**src/rtl/moving_avg_filter.sv**
```systemverilog
// Stereo moving-average filter: per-channel circular window with a running sum.
// The average is the running sum arithmetically shifted right by LOG2_DEPTH.
module moving_avg_filter #(
  parameter int DATA_W     = 24,
  parameter int LOG2_DEPTH = 3
) (
  input  logic                     clk,
  input  logic                     reset_n,
  input  logic                     in_valid,
  input  logic signed [DATA_W-1:0] in_left,
  input  logic signed [DATA_W-1:0] in_right,
  input  logic                     bypass,
  input  logic                     clear,
  output logic                     out_valid,
  output logic signed [DATA_W-1:0] out_left,
  output logic signed [DATA_W-1:0] out_right,
  output logic                     primed
);

  localparam int DEPTH = 1 << LOG2_DEPTH;
  localparam int ACC_W = DATA_W + LOG2_DEPTH;
  localparam logic [LOG2_DEPTH-1:0] PTR_ONE   = LOG2_DEPTH'(1);
  localparam logic [LOG2_DEPTH:0]   FILL_ONE  = (LOG2_DEPTH+1)'(1);
  localparam logic [LOG2_DEPTH:0]   FILL_FULL = (LOG2_DEPTH+1)'(DEPTH);

  logic signed [DATA_W-1:0] sbuf_l [DEPTH];
  logic signed [DATA_W-1:0] sbuf_r [DEPTH];
  logic signed [ACC_W-1:0]  acc_l, acc_r;
  logic [LOG2_DEPTH-1:0]    wptr;
  logic [LOG2_DEPTH:0]      fill;

  logic signed [DATA_W-1:0] old_l, old_r;
  logic signed [ACC_W-1:0]  acc_next_l, acc_next_r;
  logic signed [DATA_W-1:0] avg_l, avg_r;

  // Oldest sample leaves the sum as the new one enters; empty slots hold zero.
  always_comb begin
    old_l      = sbuf_l[wptr];
    old_r      = sbuf_r[wptr];
    acc_next_l = acc_l + {{LOG2_DEPTH{in_left[DATA_W-1]}}, in_left}
                       - {{LOG2_DEPTH{old_l[DATA_W-1]}}, old_l};
    acc_next_r = acc_r + {{LOG2_DEPTH{in_right[DATA_W-1]}}, in_right}
                       - {{LOG2_DEPTH{old_r[DATA_W-1]}}, old_r};
    avg_l      = acc_next_l[ACC_W-1:LOG2_DEPTH];
    avg_r      = acc_next_r[ACC_W-1:LOG2_DEPTH];
  end

  assign primed = (fill == FILL_FULL);

  always_ff @(posedge clk) begin
    if (!reset_n) begin
      for (int i = 0; i < DEPTH; i++) begin
        sbuf_l[i] <= '0;
        sbuf_r[i] <= '0;
      end
      acc_l     <= '0;
      acc_r     <= '0;
      wptr      <= '0;
      fill      <= '0;
      out_valid <= 1'b0;
      out_left  <= '0;
      out_right <= '0;
    end else if (clear) begin
      // Flush the window but keep the last published outputs.
      for (int i = 0; i < DEPTH; i++) begin
        sbuf_l[i] <= '0;
        sbuf_r[i] <= '0;
      end
      acc_l     <= '0;
      acc_r     <= '0;
      wptr      <= '0;
      fill      <= '0;
      out_valid <= 1'b0;
    end else if (in_valid) begin
      sbuf_l[wptr] <= in_left;
      sbuf_r[wptr] <= in_right;
      acc_l        <= acc_next_l;
      acc_r        <= acc_next_r;
      wptr         <= wptr + PTR_ONE;
      if (fill != FILL_FULL)
        fill <= fill + FILL_ONE;
      out_valid    <= 1'b1;
      out_left     <= bypass ? in_left  : avg_l;
      out_right    <= bypass ? in_right : avg_r;
    end else begin
      out_valid <= 1'b0;
    end
  end

endmodule

```
**config.mk**
```make
export PLATFORM = sky130hd
export DESIGN_NAME = moving_avg_filter
export DESIGN_NICKNAME = d
export VERILOG_FILES = /design/src/rtl/moving_avg_filter.sv
export SDC_FILE = /design/constraint.sdc
export NUM_CORES = 1
export LEC_CHECK = 0
export CAP_MARGIN = 20
export CORE_MARGIN = 5
export CORE_UTILIZATION = 36
export CTS_CLUSTER_DIAMETER = 100
export CTS_CLUSTER_SIZE = 20
export DETAILED_ROUTE_END_ITERATION = 8
export SLEW_MARGIN = 15
export SYNTH_ARGS = -nofsm -noshare
export SYNTH_HDL_FRONTEND = slang
export SYNTH_SLANG_ARGS = --single-unit
export TNS_END_PERCENT = 5
```
**constraint.sdc**
```tcl
create_clock -name clk -period 12 [get_ports clk]
set_input_delay 2.4 -clock clk [delete_from_list [all_inputs] [get_ports clk]]
set_output_delay 2.4 -clock clk [all_outputs]
set_load 0.01 [all_outputs]
```
Yosys cells after proc, flatten, opt, wreduce, memory -nomap -nowiden
Memory sizes are Yosys's and may differ from the RTL's. A register that Yosys moved wholly into a read port is not among the register bits.
Index checks and enable logic that the tools add are counted.
{"block": "op_classes", "add_sub_neg": 6, "eq_ne": 2, "n_bitwise": 18, "n_reduce_logical": 5, "muxes": 36}
{"cell": "24-bit two-way mux", "count": 20}
{"cell": "27-bit adder", "count": 2}
{"cell": "27-bit subtractor", "count": 2}
{"cell": "24-bit OR reduction", "count": 2}
{"cell": "3-bit two-way mux", "count": 6}
{"cell": "1-bit bitwise OR", "count": 16}
{"cell": "1-bit two-way mux", "count": 10}
{"cell": "4-bit by 1-bit adder with 4-bit output, second input constant", "count": 1}
{"cell": "4-bit equality test, second input constant", "count": 1}
{"cell": "4-bit inequality test, second input constant", "count": 1}
{"cell": "2-bit AND reduction", "count": 2}
{"cell": "3-bit by 1-bit adder with 3-bit output, second input constant", "count": 1}
{"cell": "1-bit NOT", "count": 2}
{"cell": "2-bit OR reduction", "count": 1}
{"block": "word_totals", "mem_count": 2, "word_cells": 76, "out_inout_bits": 50, "register_bits": 110, "ram_bits": 384}
{"name": "sbuf_l", "words": 8, "width": 24, "rd": 1, "rd_ports_with_merged_regs": 1, "write_ports": 8, "line": "26", "source": "logic signed [DATA_W-1:0] sbuf_l [DEPTH];"}
{"name": "sbuf_r", "words": 8, "width": 24, "rd": 1, "rd_ports_with_merged_regs": 1, "write_ports": 8, "line": "27", "source": "logic signed [DATA_W-1:0] sbuf_r [DEPTH];"}

Depth between registers and ports, before layout
Gate-level depths: netlist (run 1).
{"block": "depth", "word_depth": 6, "mapped_depth": 18}

Least setup slack after synthesis (run 1)
OpenSTA, ideal clock, no wires.
{"block": "synth_path", "path_kind": "input-to-reg", "start": "in in_valid", "end": "mem sbuf_l[7][0], enable pin", "setup_ps": 520, "n_path_buf": 2, "path_slack_ps": 4676, "cell_stages": 8, "t_arrival_ps": 6804, "required_time_ps": 11480, "path_cell_list": "buf_2 inv_2 nor2_4 nand2_1 inv_2 nand2_2 clkbuf_1 o21ai_0"}
{"element": "start, declared", "line": "9", "source": "input logic in_valid,"}
{"element": "end, declared", "line": "26"}

==> results.ini, run 1 <==
[die]
core_area_mm2=0.0712
die-area_mm2=0.0770
die-height_um=277
die_w_um=277
io_pins=103
rows=98
initial_utilization_pct=36.1

[clock_tree]
cts_buffers=29
htree_levels=1
cts_root_buffer=clkbuf_16
cts_tree=yes
cts_buffer_depth=3
clk_pin_slew_ns=0.09
insertion_delay_ns=0.61
postCtsSetupBuffers=0
cts_resized=0
hold_buffers=0
cts_sinks=497

[flow_run]
drv_cap=0

[final_layout]
drive_above_1_share_pct=12.1
final_util_pct=40.1
fill_cells=6698
area_delta_synth_final_pct=11.0
diodes=0
nets=2264
final_area_mm2=0.0286

[routing]
drc=0
detail_route.first_pass.iterations=6
detail-route-antenna-nets=0
finalWirelength_um=73700
vias=16873
drt_iter0_markers=1467
wl_per_cell_um=24.0
vias_per_cell=5.49

[synthesis]
yosysSeqAreaShare_pct=53.6
yosys_warnings=0
synthDominantCellAreaShare_pct=44.8
synthTopCellsByArea=edfxtp_1, dfxtp_1, mux4_2, and2_1, fa_1
postSynthRegisterBits=497
synth_area_leader_cell=edfxtp_1
synth_nets=2245
synth_cell_types=70
syn_avg_cell_area_um2=12.4
synthFlopType=edfxtp_1
synth_area_mm2=0.0257
postSynthCellCount=2081
synth_edf_count=384
ys_async_sr_fraction_pct=0

[global_routing]
grt_pass1_vias=17598
antenna_found_initial=1
grt_use_met1_pct=25.2
grt_pass1_wl_um=112000
busiest_layer=met2
grt_util_met2_pct=32.1
grt_overflow=0
grt_start_max_net_pins=92
use_met3_pct=2.39
grt_use_total_pct=18.7

[placed_design]
numPortBuffers=102
hpwlAfterDp_um=45800
globalplace.congestion=0.868
postPlaceCellArea_mm2=0.0277
place_ws_ns=4.93

[setup_path]
crit_fanout=54
critPathBufInv=4
crit_path_end_kind=register
arrival_ns=6.74
crit_path_start_kind=input port
path_delay_family=buffers and inverters
path_class=input port to register
crit_slowest_cell=clkdlybuf4s50_1
crit_required_ns=12.24
path_cells=clkdlybuf4s50_1, nand2_4, inv_2, nand2_4, buf_4, nor3_1, nand2b_2, buf_4
cpPeakStageDelay_ns=0.99

[power_and_ir_drop]
peakVddDrop_uv=91.2
p_leak_nw=10.9
powerDensity_mw_per_mm2=148

[timing]
skew_ns=0.0210
finalHoldViolations=0
worst_pin_slew_ns=1.11
fin_ws_ns=5.50
slew_headroom_pct=25.9
drv_slew=0
fmax_ghz=0.154
min_period_ns=6.50
setup_viol=0
setup_tns_ns=0
fin_crit_sh_pct=54.1
rsz0062_at_grt=false

[hold_path]
hold_path.class=register to register

[status]
status=complete, no violations

cells in the mapped netlist (all sizes together), types with 24 or more instances:
library cell,n
clkbuf,118
xor2,24
nor2,67
mux2i,24
nor4,129
edfxtp,384
ha,59
xnor2,30
fa,52
o21ai,90
dfxtp,113
nor3,54
inv,205
and2,218
a21oi,70
nand2,70
buf,28
a22o,25
mux4,96
a21o,34
mux2,42
per-stage QoR:
stage	total power, mW	cells	hold WS (ns)
final	4.24	3073	0.455
after global routing	4.45	3073	0.483
after CTS	4.26	3073	0.456
after detailed placement	3.23	3019	0.443
after global placement	3.21	3018	0.434
after floorplan	2.84	2081	0.425
worst register-to-register path: cells and delay by family (launching register included):
family / cells / cell delay (ns)
AOI/OAI and AO/OA: 7 / 1.91
xor gates and xnor gates: 1 / 0.23
adders and majority gates: 2 / 0.78
buffers and inverters: 2 / 0.82
DFF: 1 / 0.55
muxes: 2 / 0.96
and+or+nand+nor: 1 / 0.13
registers in the layout (all words and copies together), names as in the netlist, named ones only:
name,cells
acc_l,27
acc_r,27
fill,4
out_left,24
out_right,24
out_valid,1
sbuf_l,192
sbuf_r,192
wptr,3
path summary, 6_finish.rpt:
check	slack, ns	to	cells after the start	start
worst max register to register	6.50	out_right[22]	15	register
worst min-delay path	0.45	acc_r[25]	2	acc_r[25]
worst min register to register	0.45	acc_r[25]	2	acc_r[25]
worst max-delay path	5.50	sbuf_r[1][2]	8	reset_n
logic make-up after synthesis:
group                      Yosys count  share of synthesized area (%)
and+or+nand+nor                    599                           13.1
DFF                                497                           53.6
xor gates and xnor gates            54                           1.84
adders and majority gates          111                           6.91
AOI/OAI and AO/OA                  307                           8.17
buffers and inverters              351                           5.19
muxes                              162                           11.2
layer usage:
layer | wire length [um] | share of wire [%]
met2 | 36400 | 49
met4 | 2070 | 2.8
met1 | 31000 | 42
met5 | 0 | 0
met3 | 4210 | 5.7
cell type report:
type                            instances  area, um2  area share, %
Clock inverter                          4       37.5          0.131
Multi-Input combinational cell       1233      10700           37.4
Inverter                              205        769           2.69
Timing Repair Buffer                  134       1270           4.45
Clock buffer                           50        805           2.81
Tap cell                              950       1190           4.16
Sequential cell                       497      13800           48.3
power by group:
| group | internal [mW] | switching (mW) |
|---|---|---|
| clock network | 0.463 | 0.584 |
| registers | 1.95 | 0.0447 |
| logic | 0.459 | 0.744 |
| total | 2.87 | 1.37 |
placed cells by master, fill, tap and decap left out, types with 4 or more instances in the layout:
| master | count |
|---|---|
| edfxtp_1 | 384 |
| and2_1 | 218 |
| inv_1 | 202 |
| nor4_1 | 127 |
| dfxtp_1 | 107 |
| clkdlybuf4s50_1 | 101 |
| mux4_2 | 96 |
| o21ai_0 | 73 |
| nand2_1 | 66 |
| nor2_1 | 64 |
| a21oi_1 | 64 |
| ha_1 | 59 |
| nor3_1 | 54 |
| fa_1 | 52 |
| mux2_2 | 42 |
| a21o_1 | 34 |
| buf_4 | 32 |
| xnor2_1 | 30 |
| clkbuf_16 | 29 |
| a22o_1 | 25 |
| mux2i_1 | 24 |
| xor2_1 | 24 |
| clkbuf_1 | 21 |
| nand3_1 | 18 |
| a211oi_1 | 16 |
| o211ai_1 | 14 |
| o21ai_1 | 13 |
| o21bai_1 | 11 |
| a31oi_1 | 9 |
| and3_1 | 8 |
| nand2b_2 | 7 |
| nand4_1 | 6 |
| nand2b_1 | 5 |
| o211a_1 | 5 |
| a21oi_2 | 4 |
| nor2b_1 | 4 |
| a311o_1 | 4 |
| dfxtp_4 | 4 |
Power figures use the tool's default switching activity.
==> inputs of run 2 (changes only) <==
clock period = 6.39 ns   (was 12 ns; I/O delays follow)
==> results.ini, run 2 (synthesis gave the netlist of run 1 again) <==
[global_routing]
grt_start_max_net_pins=77  ; -16%
grt_pass1_wl_um=114000  ; +1.6%
grt_use_total_pct=19.1  ; +0.48 points
grt_overflow=0  ; unchanged
grt_pass1_vias=17847  ; +1.4%
antenna_found_initial=6  ; +5

[placed_design]
globalplace.congestion=0.887  ; +2.2%
numPortBuffers=102  ; unchanged
place_ws_ns=1.25  ; -3.68 ns
hpwlAfterDp_um=46900  ; +2.4%

[final_layout]
fill_cells=6694  ; -0.060%
final_cell_mix=edfxtp_1, and2_1, inv_1
mostFrequentLayoutCell=edfxtp_1
largestRegisters=sbuf_l x192, sbuf_r x192
multi_input_area_mm2=0.0107  ; unchanged
area_delta_synth_final_pct=11.6
seq_area_mm2=0.0138  ; unchanged
nets=2275  ; +0.49%
drive_above_1_share_pct=12.4  ; +0.37 points

[routing]
finalWirelength_um=75300  ; +2.1%
wl_per_cell_um=24.4  ; +1.6%
drc=0  ; unchanged
vias=17134  ; +1.5%
detail-route-antenna-nets=0  ; unchanged
vias_per_cell=5.55  ; +1.1%
detail_route.first_pass.iterations=7  ; +1
drt_iter0_markers=1662  ; +13%

[timing]
setup_tns_ns=0  ; unchanged
setup_viol=0  ; unchanged
fin_crit_sh_pct=79.5
rsz0062_at_grt=false
slew_headroom_pct=34.3  ; +8.4 points
finalHoldViolations=0  ; unchanged
worst_pin_slew_ns=0.986  ; -0.126 ns
fin_ws_ns=1.31  ; -4.19 ns
skew_ns=0.0142  ; -0.00685 ns
fmax_ghz=0.197
drv_slew=0  ; unchanged
min_period_ns=5.08

[clock_tree]
htree_levels=1  ; unchanged
clk_pin_slew_ns=0.09  ; about the same
insertion_delay_ns=0.60  ; about the same
cts_root_buffer=clkbuf_16
postCtsSetupBuffers=0  ; unchanged
cts_tree=yes
cts_buffer_depth=3  ; unchanged
cts_sinks=497  ; unchanged
cts_buffers=28  ; -3.4%
cts_resized=0  ; unchanged
hold_buffers=0  ; unchanged

[flow_run]
drv_cap=0  ; unchanged

[die]
rows=98  ; unchanged
initial_utilization_pct=36.1  ; unchanged
die-height_um=277  ; unchanged
die-area_mm2=0.0770  ; unchanged
io_pins=103  ; unchanged
core_area_mm2=0.0712  ; unchanged
die_w_um=277  ; unchanged

[power_and_ir_drop]
p_leak_nw=10.9  ; +0.69%
powerDensity_mw_per_mm2=275  ; +86%
peakVddDrop_uv=192  ; +110%
power_mw=7.92  ; +87%

[setup_path]
arrival_ns=5.53  ; -1.21 ns
crit_path_end_kind=register
path_class=register to register
crit_required_ns=6.84  ; -5.40 ns
cpPeakStageDelay_ns=0.78  ; -0.21 ns
crit_slowest_cell=dfxtp_4
path_cells=buf_4, mux4_2, mux2_2, fa_1, inv_1, ha_1, a21o_1, a21oi_1, o21bai_1, a21oi_2, o21bai_1, and2_1, a21boi_0, xor2_1, a21oi_1
crit_fanout=30  ; -44%
crit_path_start_kind=register
worstRegToRegCells=15  ; unchanged

[hold_path]
worstHoldPathCells=2  ; unchanged
hold_start=acc_l[17]
hold_path.class=register to register

[status]
status=complete, no violations

==> run 2: changes by cell type in the layout (fill, tap and decap cells not counted) <==
cell      change
diode_2       +4
clkinv_2      +1
buf_12        +7
buf_4         +5
clkinv_4      -1
clkbuf_1      +1
inv_6         -2
inv_8         -1
==> run 2: layout make-up <==
cell class / instances / share of cell area (%)
clock inverter: 1 / 0.0174
inverter: 205 / 2.68
antenna: 4 / 0.0348
tap: 950 / 4.14
timing repair buffer: 146 / 5.04
multi-input combinational: 1233 / 37.2
sequential: 497 / 48.0
clock buffer: 51 / 2.81
==> run 2: power breakdown <==
part	switching [mW]	total, mW	internal, mW
Clock	1.07	1.93	0.857
Combinational	1.37	2.24	0.870
Sequential	0.0894	3.75	3.66
Total	2.53	7.92	5.38
==> run 2: worst max-delay path: cells and delay by family (launching register included) <==
family / cells / cell delay, ns
xor gates and xnor gates: 1 / 0.26
adders and majority gates: 2 / 0.78
muxes: 2 / 0.86
and+or+nand+nor: 1 / 0.23
buffers and inverters: 2 / 0.52
AOI/OAI and AO/OA: 7 / 1.47
DFF: 1 / 0.78
==> run 2: final timing paths <==
check | endpoint | slack, ns
setup / recovery | out_left[16] | 1.31
hold / removal | acc_l[17] | 0.46
setup reg to reg | out_left[16] | 1.31
hold reg to reg | acc_l[17] | 0.46
==> run 2: per-layer routing <==
layer | part of all wire (%) | track usage (%) | up-vias
met5 | 0.023 | 0 | -
met4 | 2.6 | 4.45 | 2
met3 | 6.7 | 2.77 | 115
met2 | 49 | 32.9 | 645
met1 | 41 | 25.8 | 8723
li1 | - | - | 7649
==> run 2: per-stage QoR <==
step           hold WS (ns)  cell area [um2]  util (%)  std cells
2_1_floorplan         0.425            25700         -       2081
3_3_place_gp          0.435            27900      39.2       3031
3_5_place_dp          0.442            27900      39.2       3031
4_1_cts               0.462            28700      40.3       3083
5_1_grt               0.481            28700      40.3       3084
6_report              0.460            28700      40.3       3087
==> inputs of run 3 (changes only) <==
clock period = 4.9 ns   (was 6.39 ns; I/O delays follow)
==> results.ini, run 3 (synthesis gave the netlist of run 1 again) <==
[routing]
drt_iter0_markers=1575  ; -5.2%
detail_route.first_pass.iterations=5  ; -2
finalWirelength_um=76300  ; +1.4%
vias_per_cell=5.54  ; -0.25%
vias=17218  ; +0.49%
wl_per_cell_um=24.5  ; +0.61%
drc=0  ; unchanged
detail-route-antenna-nets=0  ; unchanged

[setup_path]
crit_required_ns=5.36  ; -1.48 ns
crit_path_end_kind=register
crit_fanout=14  ; -53%
arrival_ns=5.02  ; -0.51 ns
path_class=register to register
crit_path_start_kind=register

[clock_tree]
clk_pin_slew_ns=0.09  ; about the same
cts_root_buffer=clkbuf_16
cts_buffers=28  ; unchanged
htree_levels=1  ; unchanged
cts_tree=yes
cts_buffer_depth=3  ; unchanged
postCtsSetupBuffers=0  ; unchanged
cts_sinks=497  ; unchanged
insertion_delay_ns=0.61  ; about the same

[timing]
setup_tns_ns=0  ; unchanged
slew_headroom_pct=34.5  ; +0.28 points
fin_ws_ns=0.337  ; -0.973 ns
setup_viol=0  ; unchanged
min_period_ns=4.56  ; -0.517 ns
fin_crit_sh_pct=93.1  ; +14 points
rsz0062_at_grt=false
finalHoldViolations=0  ; unchanged
fmax_ghz=0.219  ; +11%
skew_ns=0.0182  ; +0.00401 ns
worst_pin_slew_ns=0.982  ; -0.00422 ns
drv_slew=0  ; unchanged

[placed_design]
hpwlAfterDp_um=47300  ; +0.92%
globalplace.congestion=0.914  ; +3.1%
numPortBuffers=102  ; unchanged
placedCellCount=3058  ; +0.89%
place_ws_ns=0.232  ; -1.01 ns

[final_layout]
nets=2302  ; +1.2%
final_cells=3110  ; +0.75%
drive_above_1_share_pct=13.5  ; +1.1 points
area_delta_synth_final_pct=12.7
seq_area_mm2=0.0138  ; unchanged
diodes=0  ; -4
mostFrequentLayoutCell=edfxtp_1
final_cell_mix=edfxtp_1, and2_1, inv_1
fill_cells=6653  ; -0.61%
largestRegisters=sbuf_l x192, sbuf_r x192
multi_input_area_mm2=0.0107  ; unchanged

[global_routing]
grt_pass1_vias=17989  ; +0.80%
grt_overflow=0  ; unchanged
grt_use_total_pct=19.3  ; +0.20 points
grt_start_max_net_pins=77  ; unchanged
grt_pass1_wl_um=116000  ; +1.7%
antenna_found_initial=1  ; -5

[die]
die_w_um=277  ; unchanged
initial_utilization_pct=36.1  ; unchanged
die-height_um=277  ; unchanged
die-area_mm2=0.0770  ; unchanged
io_pins=103  ; unchanged
core_area_mm2=0.0712  ; unchanged
rows=98  ; unchanged

[power_and_ir_drop]
powerDensity_mw_per_mm2=357  ; +30%
peakVddDrop_uv=228  ; +19%
p_leak_nw=11.1  ; +1.4%

[status]
status=complete, no violations

[hold_path]
hold_path.class=register to register

[flow_run]
drv_cap=0  ; unchanged

-- run 3: layer usage --
metal / track usage [%] / vias up / part of all wire [%]
li1: - / 7691 / -
met1: 26.3 / 8791 / 42
met2: 34.3 / 642 / 50
met3: 2.11 / 92 / 6.3
met4: 3.07 / 2 / 1.7
met5: 0 / - / 0.022
-- run 3: metrics by stage --
stage | utilization, % | area [um2] | power (mW) | hold slack (ns)
floorplan | - | 25700 | 6.97 | 0.425
global placement | 39.6 | 28200 | 7.86 | 0.435
detailed placement | 39.6 | 28200 | 7.90 | 0.443
CTS | 40.7 | 29000 | 10.4 | 0.460
global route | 40.7 | 29000 | 10.9 | 0.483
finish | 40.7 | 29000 | 10.4 | 0.460
-- run 3: worst paths after layout --
path	to	slack (ns)	cells past startpoint	start
worst max-delay path	out_left[16]	0.34	14	register
worst max register to register	out_left[16]	0.34	14	register
worst min-delay path	acc_l[15]	0.46	2	acc_l[15]
worst min register to register	acc_l[15]	0.46	2	acc_l[15]
-- run 3: where the power goes --
part           total [mW]  internal [mW]  switching [mW]  leakage [nW]
sequential           4.88           4.77           0.113          5.21
combinational        2.94           1.16            1.79          5.48
clock                2.54           1.13            1.41         0.391
-- run 3: timing repair --
item                       4_1_cts  5_1_grt
hold buffers                     0        0
setup endpoints to repair        0        2
gates resized for setup          0        1
-- run 3: layout make-up --
| cell class | instances | share of cell area [%] |
|---|---|---|
| well taps | 950 | 4.10 |
| multi-input cells | 1233 | 36.9 |
| clock buffers | 52 | 2.83 |
| inverters | 205 | 2.65 |
| repair buffers | 173 | 5.92 |
| flip-flops and latches | 497 | 47.6 |
-- run 3: worst max-delay path, cell delays in order (launching register included) --
cell	delay, ns
dfxtp_4	0.56
buf_6	0.29
mux4_2	0.54
mux2_2	0.29
fa_1	0.48
inv_1	0.05
ha_1	0.35
and3_1	0.24
a31o_2	0.25
a21oi_2	0.31
o21bai_1	0.23
and2_1	0.22
a21boi_0	0.26
xor2_1	0.23
a21oi_1	0.09
